==> src/rtl/mdu_iter.sv <==
// mdu_iter: iterative radix-2 multiply/divide unit with HI/LO result registers.
// One multiply shift-add or restoring divide step per clock. The fixed latency
// is WIDTH+1 cycles. Divide-by-zero skips the iterations. MADD/MSUB fold the
// product into {hi,lo}. mthi/mtlo writes are accepted only while idle.
module mdu_iter #(
    parameter int WIDTH = 32
) (
    input  logic             clk,
    input  logic             reset,
    input  logic             start,
    input  logic [2:0]       op,
    input  logic             hi_wr,
    input  logic             lo_wr,
    input  logic [WIDTH-1:0] a,
    input  logic [WIDTH-1:0] b,
    output logic             busy,
    output logic             done,
    output logic             dz,
    output logic [WIDTH-1:0] hi,
    output logic [WIDTH-1:0] lo
);
    localparam int W2 = 2 * WIDTH;
    localparam int CW = (WIDTH > 1) ? $clog2(WIDTH) : 1;
    localparam logic [CW-1:0] CNT_LAST = CW'(WIDTH - 1);

    typedef enum logic [1:0] {
        S_IDLE = 2'd0,
        S_CALC = 2'd1,
        S_FIX  = 2'd2
    } state_t;

    // Two's-complement magnitude when the operand is treated as signed
    function automatic logic [WIDTH-1:0] mag(input logic [WIDTH-1:0] v, input logic sgn);
        return (sgn && v[WIDTH-1]) ? -v : v;
    endfunction

    state_t           state_r, state_s;
    logic [2:0]       op_r;
    logic [W2-1:0]    acc_r;       // product accumulator, or {remainder, quotient}
    logic [W2-1:0]    mcand_r;     // left-shifting multiplicand
    logic [WIDTH-1:0] mplier_r;    // right-shifting multiplier, or divisor
    logic [CW-1:0]    cnt_r;
    logic             neg_q_r;     // negate product / quotient at FIX
    logic             neg_r_r;     // negate remainder at FIX
    logic             div0_r;
    logic             busy_r, done_r, dz_r;
    logic [WIDTH-1:0] hi_r, lo_r;

    logic             accept_s, in_div_s, in_signed_s, div0_s, r_div_s;
    logic [WIDTH-1:0] a_mag_s, b_mag_s, quo_s, rem_s;
    logic [WIDTH:0]   trial_s;
    logic [W2-1:0]    acc_step_s, prod_s, hilo_s, result_s;

    // Operand decode, one iteration step and the FIX-stage result
    always_comb begin
        accept_s    = start && (state_r == S_IDLE);
        in_div_s    = (op[2:1] == 2'b01);
        in_signed_s = ~op[0];
        div0_s      = in_div_s && (b == {WIDTH{1'b0}});
        a_mag_s     = mag(a, in_signed_s);
        b_mag_s     = mag(b, in_signed_s);
        r_div_s     = (op_r[2:1] == 2'b01);

        // restoring divide: shifted remainder (W+1 bits) minus divisor
        trial_s = acc_r[W2-1:WIDTH-1] - {1'b0, mplier_r};
        if (r_div_s) begin
            if (!trial_s[WIDTH]) begin
                acc_step_s = {trial_s[WIDTH-1:0], acc_r[WIDTH-2:0], 1'b1};
            end else begin
                acc_step_s = {acc_r[W2-2:0], 1'b0};
            end
        end else begin
            acc_step_s = acc_r + (mplier_r[0] ? mcand_r : {W2{1'b0}});
        end

        quo_s  = neg_q_r ? -acc_r[WIDTH-1:0] : acc_r[WIDTH-1:0];
        rem_s  = neg_r_r ? -acc_r[W2-1:WIDTH] : acc_r[W2-1:WIDTH];
        prod_s = neg_q_r ? -acc_r : acc_r;
        hilo_s = {hi_r, lo_r};
        if (r_div_s) begin
            result_s = {rem_s, quo_s};
        end else if (op_r[2]) begin
            result_s = op_r[1] ? (hilo_s - prod_s) : (hilo_s + prod_s);
        end else begin
            result_s = prod_s;
        end
    end

    // Next-state logic: IDLE -> CALC -> FIX -> IDLE, divide-by-zero skips CALC
    always_comb begin
        state_s = state_r;
        case (state_r)
            S_IDLE: begin
                if (accept_s) begin
                    state_s = div0_s ? S_FIX : S_CALC;
                end else begin
                    state_s = S_IDLE;
                end
            end
            S_CALC: begin
                if (cnt_r == {CW{1'b0}}) begin
                    state_s = S_FIX;
                end else begin
                    state_s = S_CALC;
                end
            end
            S_FIX:   state_s = S_IDLE;
            default: state_s = S_IDLE;
        endcase
    end

    // State register
    always_ff @(posedge clk) begin
        if (reset) begin
            state_r <= S_IDLE;
        end else begin
            state_r <= state_s;
        end
    end

    // Datapath, HI/LO registers and registered status outputs
    always_ff @(posedge clk) begin
        if (reset) begin
            op_r     <= 3'd0;
            acc_r    <= {W2{1'b0}};
            mcand_r  <= {W2{1'b0}};
            mplier_r <= {WIDTH{1'b0}};
            cnt_r    <= {CW{1'b0}};
            neg_q_r  <= 1'b0;
            neg_r_r  <= 1'b0;
            div0_r   <= 1'b0;
            busy_r   <= 1'b0;
            done_r   <= 1'b0;
            dz_r     <= 1'b0;
            hi_r     <= {WIDTH{1'b0}};
            lo_r     <= {WIDTH{1'b0}};
        end else begin
            busy_r <= (state_s != S_IDLE);
            done_r <= 1'b0;
            case (state_r)
                S_IDLE: begin
                    if (accept_s) begin
                        op_r     <= op;
                        neg_q_r  <= in_signed_s && (a[WIDTH-1] ^ b[WIDTH-1]);
                        neg_r_r  <= in_signed_s && a[WIDTH-1];
                        div0_r   <= div0_s;
                        dz_r     <= 1'b0;
                        cnt_r    <= CNT_LAST;
                        mplier_r <= b_mag_s;
                        if (in_div_s) begin
                            acc_r   <= {{WIDTH{1'b0}}, a_mag_s};
                            mcand_r <= {W2{1'b0}};
                        end else begin
                            acc_r   <= {W2{1'b0}};
                            mcand_r <= {{WIDTH{1'b0}}, a_mag_s};
                        end
                    end else begin
                        if (hi_wr) hi_r <= a;
                        if (lo_wr) lo_r <= a;
                    end
                end
                S_CALC: begin
                    acc_r <= acc_step_s;
                    cnt_r <= cnt_r - CW'(1);
                    if (!r_div_s) begin
                        mcand_r  <= {mcand_r[W2-2:0], 1'b0};
                        mplier_r <= {1'b0, mplier_r[WIDTH-1:1]};
                    end
                end
                S_FIX: begin
                    done_r <= 1'b1;
                    if (div0_r) begin
                        dz_r <= 1'b1;
                    end else begin
                        hi_r <= result_s[W2-1:WIDTH];
                        lo_r <= result_s[WIDTH-1:0];
                    end
                end
                default: begin
                    done_r <= 1'b0;
                end
            endcase
        end
    end

    assign busy = busy_r;
    assign done = done_r;
    assign dz   = dz_r;
    assign hi   = hi_r;
    assign lo   = lo_r;
endmodule

==> config.mk <==
export PLATFORM = sky130hd
export DESIGN_NAME = mdu_iter
export DESIGN_NICKNAME = d
export VERILOG_FILES = /design/src/rtl/mdu_iter.sv
export SDC_FILE = /design/constraint.sdc
export NUM_CORES = 1
export LEC_CHECK = 0
export ABC_CLOCK_PERIOD_IN_PS = 7600
export CORE_MARGIN = 2
export CORE_UTILIZATION = 50
export CTS_CLUSTER_SIZE = 25
export DETAILED_ROUTE_END_ITERATION = 10
export PLACE_DENSITY = 0.68
export SYNTH_ARGS = -nofsm -noshare
export SYNTH_HDL_FRONTEND = slang
export SYNTH_SLANG_ARGS = --single-unit
==> constraint.sdc <==
create_clock -name clk -period 7.6 [get_ports clk]
set_input_delay 0.76 -clock clk [delete_from_list [all_inputs] [get_ports clk]]
set_output_delay 0.76 -clock clk [all_outputs]
set_load 0.05 [all_outputs]
==> results.md <==
- Status: completed
- Uppermost routed layer: met4
- Largest net degree at the start of global routing: 93
- Comb pwr share: 45.0%
- Post-route setup slack: 0.436 ns
- Worst-margin pin slew: 1.21 ns
- Htree depth: 2
- Total GRT Usage: 35.5%
- Main synth FF type: dfxtp_1
- First-pass GRT wire length: 148 mm
- Die Span Y: 230 um
- Fraction of layout cells with a size suffix above 1: 5.06%
- Post-route DRC: 0
- TritonCTS clock tree: yes
- Total power: 5.79 mW
- Via Count: 27.8k
- Hold Path Stages: 2
- Initial antenna violation count: 0
- Starting DRC count in detailed routing: 3375
- Total grt overflow: 0
- Drt pass-1 iters: 6
- CP Launch Type: flip-flop
- Final worst-path cycle share: 94.3%
- Area occupied by multi-input gates: 19400 um^2
- Synth warn: 0
- RSZ-0062 raised after global routing: no
- Yosys reg bits: 239
- Final WL: 98.4 mm
- Sequential area share after synthesis: 18.8%
- Hold-fix buffers, CTS: 0
- Final critical-path required period: 7.16 ns
- Int Pwr: 3.27 mW
- Share of total power in the clock network: 29.0%
- Clk_skew: 0.0330 ns
- Design Area, Final: 28400 um^2
- CP Capture Type: flip-flop
- Final GP Congestion: 1.00
- Switch share: 43.6%
- Vias in the first global route: 25.1k
- Final setup viols: 0
- Critical path required time: 8.06 ns
- Die width: 230 um
- TritonCTS Buffers: 34
- Skew-Pair Late Insertion Delay: 0.59 ns
- Core area: 50300 um^2
- Worst Hold Class: flip-flop to flip-flop
- Root Buffer: clkbuf_16
- MaxCap Viol Count: 0
- Die area: 52800 um^2
- Switch Pwr: 2.52 mW
- Asr flop ratio synth: 0%
- Netlist cell types: 83
- VDD IR max: 0.229 mV
- Synth Area per Inst: 7.13 um^2
- Post-DR vias/cell: 6.53
- Met1 WL: 44.0 mm
- Count of pins over their slew limit: 0
- Io pins: 139
- Relative slew slack: 19.4%
- Final hold vios: 0
- Reg area: 4790 um^2
- Max Clk Rate: 140 MHz
- P_leak: 11.3 nW
- Initial core utilization: 50.7%
- Synthesized instance count: 3575
- Clk sinks: 239
- PD cells: 204 nW/um^2
- Port-buffer cells: 138
- TNS Setup: 0 ns
- Metal2 WL: 40.5 mm
- # rows: 82
- NumNets Final: 3789
- R2r worst-path depth: 24
- Post-Syn Nets: 3814
- Critical path class: flip-flop to flip-flop
- Seq pwr share: 25.9%
- Worst Path Max Fanout: 12
- DR WL/cell: 23.2 um
- Met3 Wirelength: 9.72 mm
- Ant. Diodes: 0
- Bufs on Longest Clock Path: 3
- Worst EP arrival: 7.63 ns
- Worst slack, placed: 0.473 ns
- Hpwl dp: 75.0 mm
- CTS clock-pin slew for the worst setup and hold paths: 0.06 ns
- Routed Antenna Nets: 0
- Post-Syn Area: 25500 um^2
- Post-synth EDFFs: 0
- Placed cell area: 27200 um^2
- Fillers: 4875
- Synth-to-layout area growth: 11.4%
[metal layers]
| layer | track usage, % | vias up |
|---|---|---|
| met2 | 52.4 | 1448 |
| met3 | 6.52 | 210 |
| met1 | 50.4 | 13000 |
| met4 | 14.8 | 0 |
| met5 | 0 | - |
| li1 | - | 13100 |
[repair_timing]
action / in CTS / in global routing
setup endpoints to repair: 0 / 4
gates resized for setup: 0 / 1
setup buffers: 0 / 0
[synth_stat cells (28+ instances only)]
master	number	share of area, %
nor2_1	422	6.2
a21oi_1	340	6.7
nand2_1	305	4.5
dfxtp_1	239	19
clkbuf_1	221	3.3
o21ai_0	212	4.2
xnor2_1	190	6.5
ha_1	164	8.0
xor2_1	156	5.4
nor3_1	118	2.3
a21o_1	100	2.9
inv_1	98	1.4
a211oi_1	88	2.6
and2_1	82	2.0
nand3_1	56	1.1
a31oi_1	55	1.3
o211ai_1	55	1.6
a221oi_1	39	1.3
a22oi_1	38	1.1
or3_1	37	0.91
mux2i_1	35	1.4
nand4_1	33	0.81
o21bai_1	29	0.85
nor4_1	28	0.69
[power by group through the flow]
stage                     combinational [mW]  clock (mW)  sequential [mW]
after floorplan                         1.78           0             1.54
after global placement                  2.50           0             1.52
after detailed placement                2.52           0             1.52
after CTS                               2.54        1.70             1.50
after global routing                    2.81        1.74             1.52
final                                   2.61        1.68             1.50
[placed cells by master, fill, tap and decap left out, drive strengths merged, types with 49 or more instances in the layout]
master         instances
clkbuf                49
dfxtp                239
a21o                 100
ha                   164
nand2                305
nor3                 118
a31oi                 55
buf                   56
inv                  103
nand3                 56
and2                  82
xor2                 156
o211ai                55
a21oi                340
o21ai                212
nor2                 422
a211oi                88
xnor2                190
clkdlybuf4s50        137
[layout make-up]
type                            count  area share [%]
Clock buffer                       49            3.44
Clock inverter                     13           0.621
Inverter                           99            1.31
Multi-Input combinational cell   2983            68.5
Sequential cell                   239            16.9
Tap cell                          672            2.96
Timing Repair Buffer              193            6.32
[kinds of logic after synthesis]
group	count (synthesis)	synth area share, %
xor+xnor	346	11.9
compound gates	1184	30.6
simple gates	1238	23.1
fa+ha+maj	167	8.28
mux	48	1.95
flops	239	18.8
buf+inv	353	5.35
[registers in the layout (all words and copies together), names as in the netlist, 2 cells and up]
name      flops
acc_r        64
mcand_r      64
hi           32
lo           32
mplier_r     32
cnt_r         5
op_r          2
state_r       2
[path summary, 6_finish.rpt]
path,from,endpoint,slack [ns]
setup / recovery,acc_r[0],hi[20],0.44
hold / removal,mplier_r[1],mplier_r[1],0.48
setup reg to reg,acc_r[0],hi[20],0.44
hold reg to reg,mplier_r[1],mplier_r[1],0.48
[per-stage QoR]
step / instances / util [%] / hold WS (ns)
6_report: 4248 / 56.5 / 0.479
5_1_grt: 4248 / 56.5 / 0.502
4_1_cts: 4248 / 56.5 / 0.481
3_5_place_dp: 4186 / 54.2 / 0.470
3_3_place_gp: 4186 / 54.2 / 0.450
2_1_floorplan: 3575 / - / 0.441
[worst max-delay path: stages, from the launching register on]
cell,delay [ns]
dfxtp_1,0.43
inv_1,0.17
ha_1,0.28
nor2b_1,0.37
nand2_1,0.19
o41ai_1,0.67
xnor2_1,0.19
nor3_1,0.51
nand3_1,0.32
nor3_1,0.22
buf_4,0.18
a31oi_1,0.10
xnor2_1,0.28
ha_1,0.37
a21o_1,0.22
a21o_1,0.17
a21o_1,0.18
a21o_1,0.17
a21oi_1,0.14
nor2_1,0.05
or4b_2,0.80
a41oi_1,0.42
xnor2_1,0.16
a21oi_1,0.08
a2111oi_0,0.37
(Power assumes the default switching activity.)
